[config.mk]
export PLATFORM = sky130hd
export DESIGN_NAME = conv3x3_engine
export DESIGN_NICKNAME = d
export VERILOG_FILES = /design/src/rtl/conv_pkg.sv /design/src/rtl/conv_scale_clamp.sv /design/src/rtl/conv3x3_engine.sv
export SDC_FILE = /design/constraint.sdc
export NUM_CORES = 1
export LEC_CHECK = 0
export BUFFER_PORTS_ARGS = -buffer_cell sky130_fd_sc_hd__clkbuf_2
export CAP_MARGIN = 20
export CORE_AREA = 2 2 152 154
export CTS_CLUSTER_DIAMETER = 100
export CTS_CLUSTER_SIZE = 8
export DETAILED_ROUTE_END_ITERATION = 10
export DIE_AREA = 0 0 154 156
export PLACE_DENSITY = 0.55
export SLEW_MARGIN = 20
export SYNTH_ARGS = -nofsm -noshare
export SYNTH_HDL_FRONTEND = slang
export SYNTH_HIERARCHICAL = 1
export SYNTH_SLANG_ARGS = --single-unit
[constraint.sdc]
create_clock -name clk -period 10 [get_ports clk]
set_input_delay 0 -clock clk [delete_from_list [all_inputs] [get_ports clk]]
set_output_delay 0 -clock clk [all_outputs]
set_load 0.01 [all_outputs]
[src/rtl/conv_pkg.sv]
// Shared types and default sizing for the 3x3 convolution engine.
package conv_pkg;

    localparam int N_TAPS = 9;
    localparam int PIX_W  = 8;
    localparam int COEF_W = 8;
    localparam int ACC_W  = 21;
    localparam int SHIFT  = 4;

    localparam int CLAMP_MAX = 255;
    localparam int CLAMP_MIN = 0;

    typedef enum logic [1:0] {
        IDLE,
        ACCUM,
        FINISH
    } state_t;

endpackage

[src/rtl/conv_scale_clamp.sv]
// Scales the window accumulator by an arithmetic right shift and clamps it
// into the unsigned 8-bit display range, flagging any clamping.
module conv_scale_clamp #(
    parameter int ACC_W = conv_pkg::ACC_W,
    parameter int SHIFT = conv_pkg::SHIFT
) (
    input  logic signed [ACC_W-1:0] acc,
    output logic        [7:0]       result,
    output logic                    ovf
);
    import conv_pkg::*;

    logic signed [ACC_W-1:0] scaled;

    // Shift, then saturate to CLAMP_MIN..CLAMP_MAX.
    always_comb begin
        scaled = acc >>> SHIFT;
        result = scaled[7:0];
        ovf    = 1'b0;
        if (scaled[ACC_W-1]) begin
            result = 8'(CLAMP_MIN);
            ovf    = 1'b1;
        end else if (scaled[ACC_W-2:8] != '0) begin
            result = 8'(CLAMP_MAX);
            ovf    = 1'b1;
        end
    end

endmodule

[src/rtl/conv3x3_engine.sv]
// Sequential 3x3 convolution engine: one shared multiplier walks the nine
// taps, and the scaled/clamped result is held for the display until the
// next window completes.
module conv3x3_engine #(
    parameter int N_TAPS = conv_pkg::N_TAPS,
    parameter int PIX_W  = conv_pkg::PIX_W,
    parameter int COEF_W = conv_pkg::COEF_W,
    parameter int ACC_W  = conv_pkg::ACC_W,
    parameter int SHIFT  = conv_pkg::SHIFT
) (
    input  logic              clk,
    input  logic              rstb,
    input  logic              start,
    input  logic              pix_valid,
    input  logic [PIX_W-1:0]  pix_data,
    output logic              pix_ready,
    input  logic              k_we,
    input  logic [3:0]        k_addr,
    input  logic [COEF_W-1:0] k_data,
    output logic              busy,
    output logic              done,
    output logic [7:0]        convolution,
    output logic              overflow
);
    import conv_pkg::*;

    localparam int         PROD_W   = PIX_W + COEF_W + 1;
    localparam logic [3:0] LAST_TAP = 4'(N_TAPS - 1);
    localparam logic [3:0] TAP_LIM  = 4'(N_TAPS);

    state_t                    state;
    logic signed [ACC_W-1:0]   acc;
    logic        [3:0]         tap;
    logic signed [COEF_W-1:0]  coef [N_TAPS];

    logic signed [PIX_W:0]     pix_s;
    logic signed [PROD_W-1:0]  prod;
    logic                      beat;
    logic                      k_hit;
    logic        [7:0]         clamp_res;
    logic                      clamp_ovf;

    assign beat  = pix_valid & pix_ready;
    assign k_hit = k_we && (state == IDLE) && (k_addr < TAP_LIM);
    assign pix_s = $signed({1'b0, pix_data});
    assign prod  = PROD_W'(pix_s) * PROD_W'(coef[tap]);

    conv_scale_clamp #(
        .ACC_W (ACC_W),
        .SHIFT (SHIFT)
    ) u_scale_clamp (
        .acc    (acc),
        .result (clamp_res),
        .ovf    (clamp_ovf)
    );

    // Kernel register file: writable only while idle so a window sees a stable kernel.
    always_ff @(posedge clk or posedge rstb) begin
        if (rstb) begin
            for (int unsigned i = 0; i < N_TAPS; i++) begin
                coef[i] <= '0;
            end
        end else if (k_hit) begin
            coef[k_addr] <= k_data;
        end
    end

    // Control FSM with registered handshake/status outputs and result registers.
    always_ff @(posedge clk or posedge rstb) begin
        if (rstb) begin
            state       <= IDLE;
            acc         <= '0;
            tap         <= '0;
            pix_ready   <= 1'b0;
            busy        <= 1'b0;
            done        <= 1'b0;
            convolution <= '0;
            overflow    <= 1'b0;
        end else begin
            done <= 1'b0;
            unique case (state)
                IDLE: begin
                    if (start) begin
                        acc       <= '0;
                        tap       <= '0;
                        pix_ready <= 1'b1;
                        busy      <= 1'b1;
                        state     <= ACCUM;
                    end
                end
                ACCUM: begin
                    if (beat) begin
                        acc <= acc + ACC_W'(prod);
                        tap <= tap + 4'd1;
                        if (tap == LAST_TAP) begin
                            pix_ready <= 1'b0;
                            state     <= FINISH;
                        end
                    end
                end
                FINISH: begin
                    convolution <= clamp_res;
                    overflow    <= clamp_ovf;
                    done        <= 1'b1;
                    busy        <= 1'b0;
                    state       <= IDLE;
                end
                default: begin
                    pix_ready <= 1'b0;
                    busy      <= 1'b0;
                    state     <= IDLE;
                end
            endcase
        end
    end

endmodule

==> impl.org <==
** Run status
- The run finished, with violations left.
- Violations in the final reports :: negative hold slack

** STA
- Setup repair after global routing left no endpoint under its margin.
- Number of endpoints failing setup at the final stage :: 0
- Tcrit/Tclk final :: 0.700
- Total Negative Setup Slacks :: 0 ns
- The worst path in the final design needs a cycle of 7.00 ns, including I/O delays and setup.
- Slew @ Worst Pin :: 0.986 ns
- FMAX :: 0.143 GHz
- Between clock sinks in the finished design, the worst skew comes to 0.0154 ns.
- Worst max-slew margin expressed relative to the limit :: 0.343
- Number of failing hold endpoints at the final stage :: 1
- The number of max-slew violations in the final report is 0.
- Hold timing on the final database bottoms out at a slack of -0.00104 ns.

** Yosys
- Counting flops with a built-in enable in the synthesized netlist gives 0.
- The average instance in the mapped netlist occupies 11.6 um^2.
- For this run, the number of Yosys warnings is 6.
- The synthesized netlist occupies a cell area of 7930 um^2.
- Ys async rst share :: 1.00
- After synthesis the netlist holds a flip-flop and latch count of roughly 110.
- In the synthesized netlist the dominant register cell turns out to be sky130_fd_sc_hd__dfrtp_1.
- For this run, the register share of the synthesized area comes to 0.350.
- Synthesis produced 684 cells.
- Library cells used by synthesis :: 52
- Syn_nets :: 827

** Floorplanning
- Die Area :: 24000 um^2
- From left edge to right edge, the die measures 154 um.
- Ports placed on the boundary :: 37
- From bottom edge to top edge, the die measures 156 um.
- The initial utilization of the core area, before any placement, comes to 0.355.
- Standard-cell row count :: 55
- Floorplan Core Area :: ~22000 um^2

** Route
- Number of nets still failing antenna checks after routing :: 0
- Routed Wire Length :: ~19000 um
- The first routing iteration left 252 violations.
- Detailed-route DRC error count :: 0
- Vias post-DR :: 5152
- Dividing the detail-routed wire length by the instance count gives about 18 um.
- After detailed routing, the number of vias per cell comes to 5.08.
- First-pass iteration count of the detailed router :: 4

** Pwr
- The analysis attributes to cell leakage a power of 4.62 nW.
- VDD sags by at most 0.0000768 V.
- Power per standard cell area :: 97.3 nW/um^2

** Critical path
- Origin of the critical flop-to-flop path :: tap[0]
- The worst setup path is launched from a register.
- STA puts the critical path data required time at between 10 and 15 ns.
- Critical Path End Type :: register
- Crit path arrival time :: 7.29 ns
- Along the worst path, the maximum fanout reaches 19.
- Class of the most critical setup path :: reg -> reg
- In this run the worst setup path begins at tap[0].

** CTS
- In this run the deepest clock path goes through 2 buffers.
- Clock-pin slew was measured on the worst setup and hold paths at approximately 0.09 ns.
- For this design, the sink count on the clock tree is between 100 and 150.
- Root buf cell :: sky130_fd_sc_hd__clkbuf_16
- TritonCTS created 9 clock buffers.
- Count of cells resized by post-cts repair :: 0
- TritonCTS built the clock tree.
- The clock reaches the later pin of the worst-skew pair after 0.36 ns.
- CTS built an H-tree with a depth of 3.

** GRT
- The number of global-route vias before repair is 5425.
- The first global-routing pass estimated 30600 um of wire.
- Antenna violations before repair :: 0
- Maximum number of pins on one net before global-route repair :: 58
- Overflow left after global routing :: 0
- For this run, the total global-route usage over all layers was measured as 0.167.

** Hold path
- The worst hold path begins at k_data[7].
- The min-delay analysis places its worst path in the category in -> reg.

** Placed design
- Routability-driven placement finished with a final weighted congestion of 0.779.
- Number of cells in the design after placement :: 994
- During placement, the flow inserted port buffers numbering 36.
- Cell Area, Placed :: around 8400 um^2
- The HPWL after detailed placement is 13700 um.

** Job
- The tool flagged a number of max-cap violations equal to 0.

** Cells and area
- Leading cell type in the layout, fill and taps excluded :: sky130_fd_sc_hd__dfrtp_1
- The library cells used most frequently in the layout, excluding fill and tap cells, are 111 x sky130_fd_sc_hd__dfrtp_1, 81 x sky130_fd_sc_hd__mux2_2, 77 x sky130_fd_sc_hd__inv_1.
- After the flow finishes, the layout carries non-filler instances totaling 1015.
- Net count of the finished layout :: 868
- At the end of the flow the core is filled with cells to 0.393.
- Fraction of layout instances using a drive strength above 1 :: 0.221
- The finished cells cover roughly 9000 um^2.
- The number of antenna diodes in the final layout is 0.
- Synthesis-to-finish area growth :: 10.8%
==> report_power, final <==
| part | internal, mW | switching [mW] |
|---|---|---|
| clock network | 0.181 | 0.199 |
| registers | 0.448 | 0 |
| logic | 0.00607 | 0.0204 |
==> synthesized netlist by cell type, types with 10 or more instances <==
cell                        n  area (um^2)
sky130_fd_sc_hd__mux4_2    11          248
sky130_fd_sc_hd__mux2_2    81          912
sky130_fd_sc_hd__a21oi_1   15         75.1
sky130_fd_sc_hd__xor2_1    10         87.6
sky130_fd_sc_hd__inv_1     78          293
sky130_fd_sc_hd__nand2_1   56          210
sky130_fd_sc_hd__fa_1      52         1040
sky130_fd_sc_hd__ha_1      66          826
sky130_fd_sc_hd__o21ai_0   28          140
sky130_fd_sc_hd__dfrtp_1  111         2780
sky130_fd_sc_hd__nor2_1    23         86.3
sky130_fd_sc_hd__and2_1    36          225
==> through the flow <==
step / power [mW] / worst slack, ns
floorplan: 0.467 / 4.03
global placement: 0.484 / 3.02
detailed placement: 0.484 / 2.92
CTS: 0.870 / 2.89
global route: 0.889 / 2.61
finish: 0.855 / 3.00
==> cell type report <==
type / count / area, um^2
Clock inverter: 7 / 91.3
Sequential cell: 111 / 2780
Fill cell: 2182 / 13600
Tap cell: 285 / 357
Timing Repair Buffer: 46 / 268
Clock buffer: 9 / 225
Multi-Input combinational cell: 479 / 4770
Inverter: 78 / 295
==> registers in the layout (all words and copies together), names as in the netlist <==
| name | count |
|---|---|
| busy | 1 |
| state | 2 |
| tap | 4 |
| convolution | 8 |
| acc | 21 |
| overflow | 1 |
| done | 1 |
| coef | 72 |
| pix_ready | 1 |
==> cells by family after synthesis <==
| group | share of synthesized area |
|---|---|
| XOR/XNOR | 0.0199 |
| buffers and inverters | 0.0476 |
| flip-flops | 0.350 |
| AND/OR/NAND/NOR | 0.102 |
| multiplexers | 0.173 |
| AO/OA/AOI/OAI | 0.0716 |
| adder cells (fa/ha/maj) | 0.235 |
==> worst max-delay path, cell delays in order (launching register included) <==
cell and delay [ns]:
sky130_fd_sc_hd__dfrtp_1 0.99, sky130_fd_sc_hd__mux4_2 0.59, sky130_fd_sc_hd__mux2i_1 0.19, sky130_fd_sc_hd__o21ai_0 0.32, sky130_fd_sc_hd__and2_1 0.31, sky130_fd_sc_hd__fa_1 0.53
sky130_fd_sc_hd__inv_1 0.05, sky130_fd_sc_hd__fa_1 0.47, sky130_fd_sc_hd__inv_1 0.06, sky130_fd_sc_hd__fa_1 0.50, sky130_fd_sc_hd__fa_1 0.57, sky130_fd_sc_hd__fa_1 0.42
sky130_fd_sc_hd__ha_1 0.34, sky130_fd_sc_hd__o21a_1 0.19, sky130_fd_sc_hd__o31a_1 0.14, sky130_fd_sc_hd__o31ai_1 0.51, sky130_fd_sc_hd__a31oi_1 0.24, sky130_fd_sc_hd__or3_1 0.40
sky130_fd_sc_hd__nand3_1 0.08
==> layer usage <==
metal / GRT usage / vias up / routed length [um]
met5: 0 / - / 0
met4: 0.0356 / 0 / 205
met3: 0.0292 / 16 / 627
met2: 0.270 / 72 / 8900
met1: 0.236 / 2616 / 8930
li1: - / 2448 / -
==> timing repair <==
action	4_1_cts	5_1_grt
hold buffers	5	0
buffers inserted	0	0
endpoints found under the hold margin	73	0
==> path summary, 6_finish.rpt <==
| kind | endpoint | slack [ns] | depth (start not counted) |
|---|---|---|---|
| hold / removal | coef[15] | -0.001 | 2 |
| setup reg to reg | acc[18] | 3.00 | 18 |
| hold reg to reg | busy | 0.50 | 1 |
| max in group asynchronous | done | 8.48 | 4 |
| min in group asynchronous | coef[71] | 0.29 | 3 |
| setup / recovery | acc[18] | 3.00 | 18 |
Note: power is estimated with default switching activity, not from simulation.
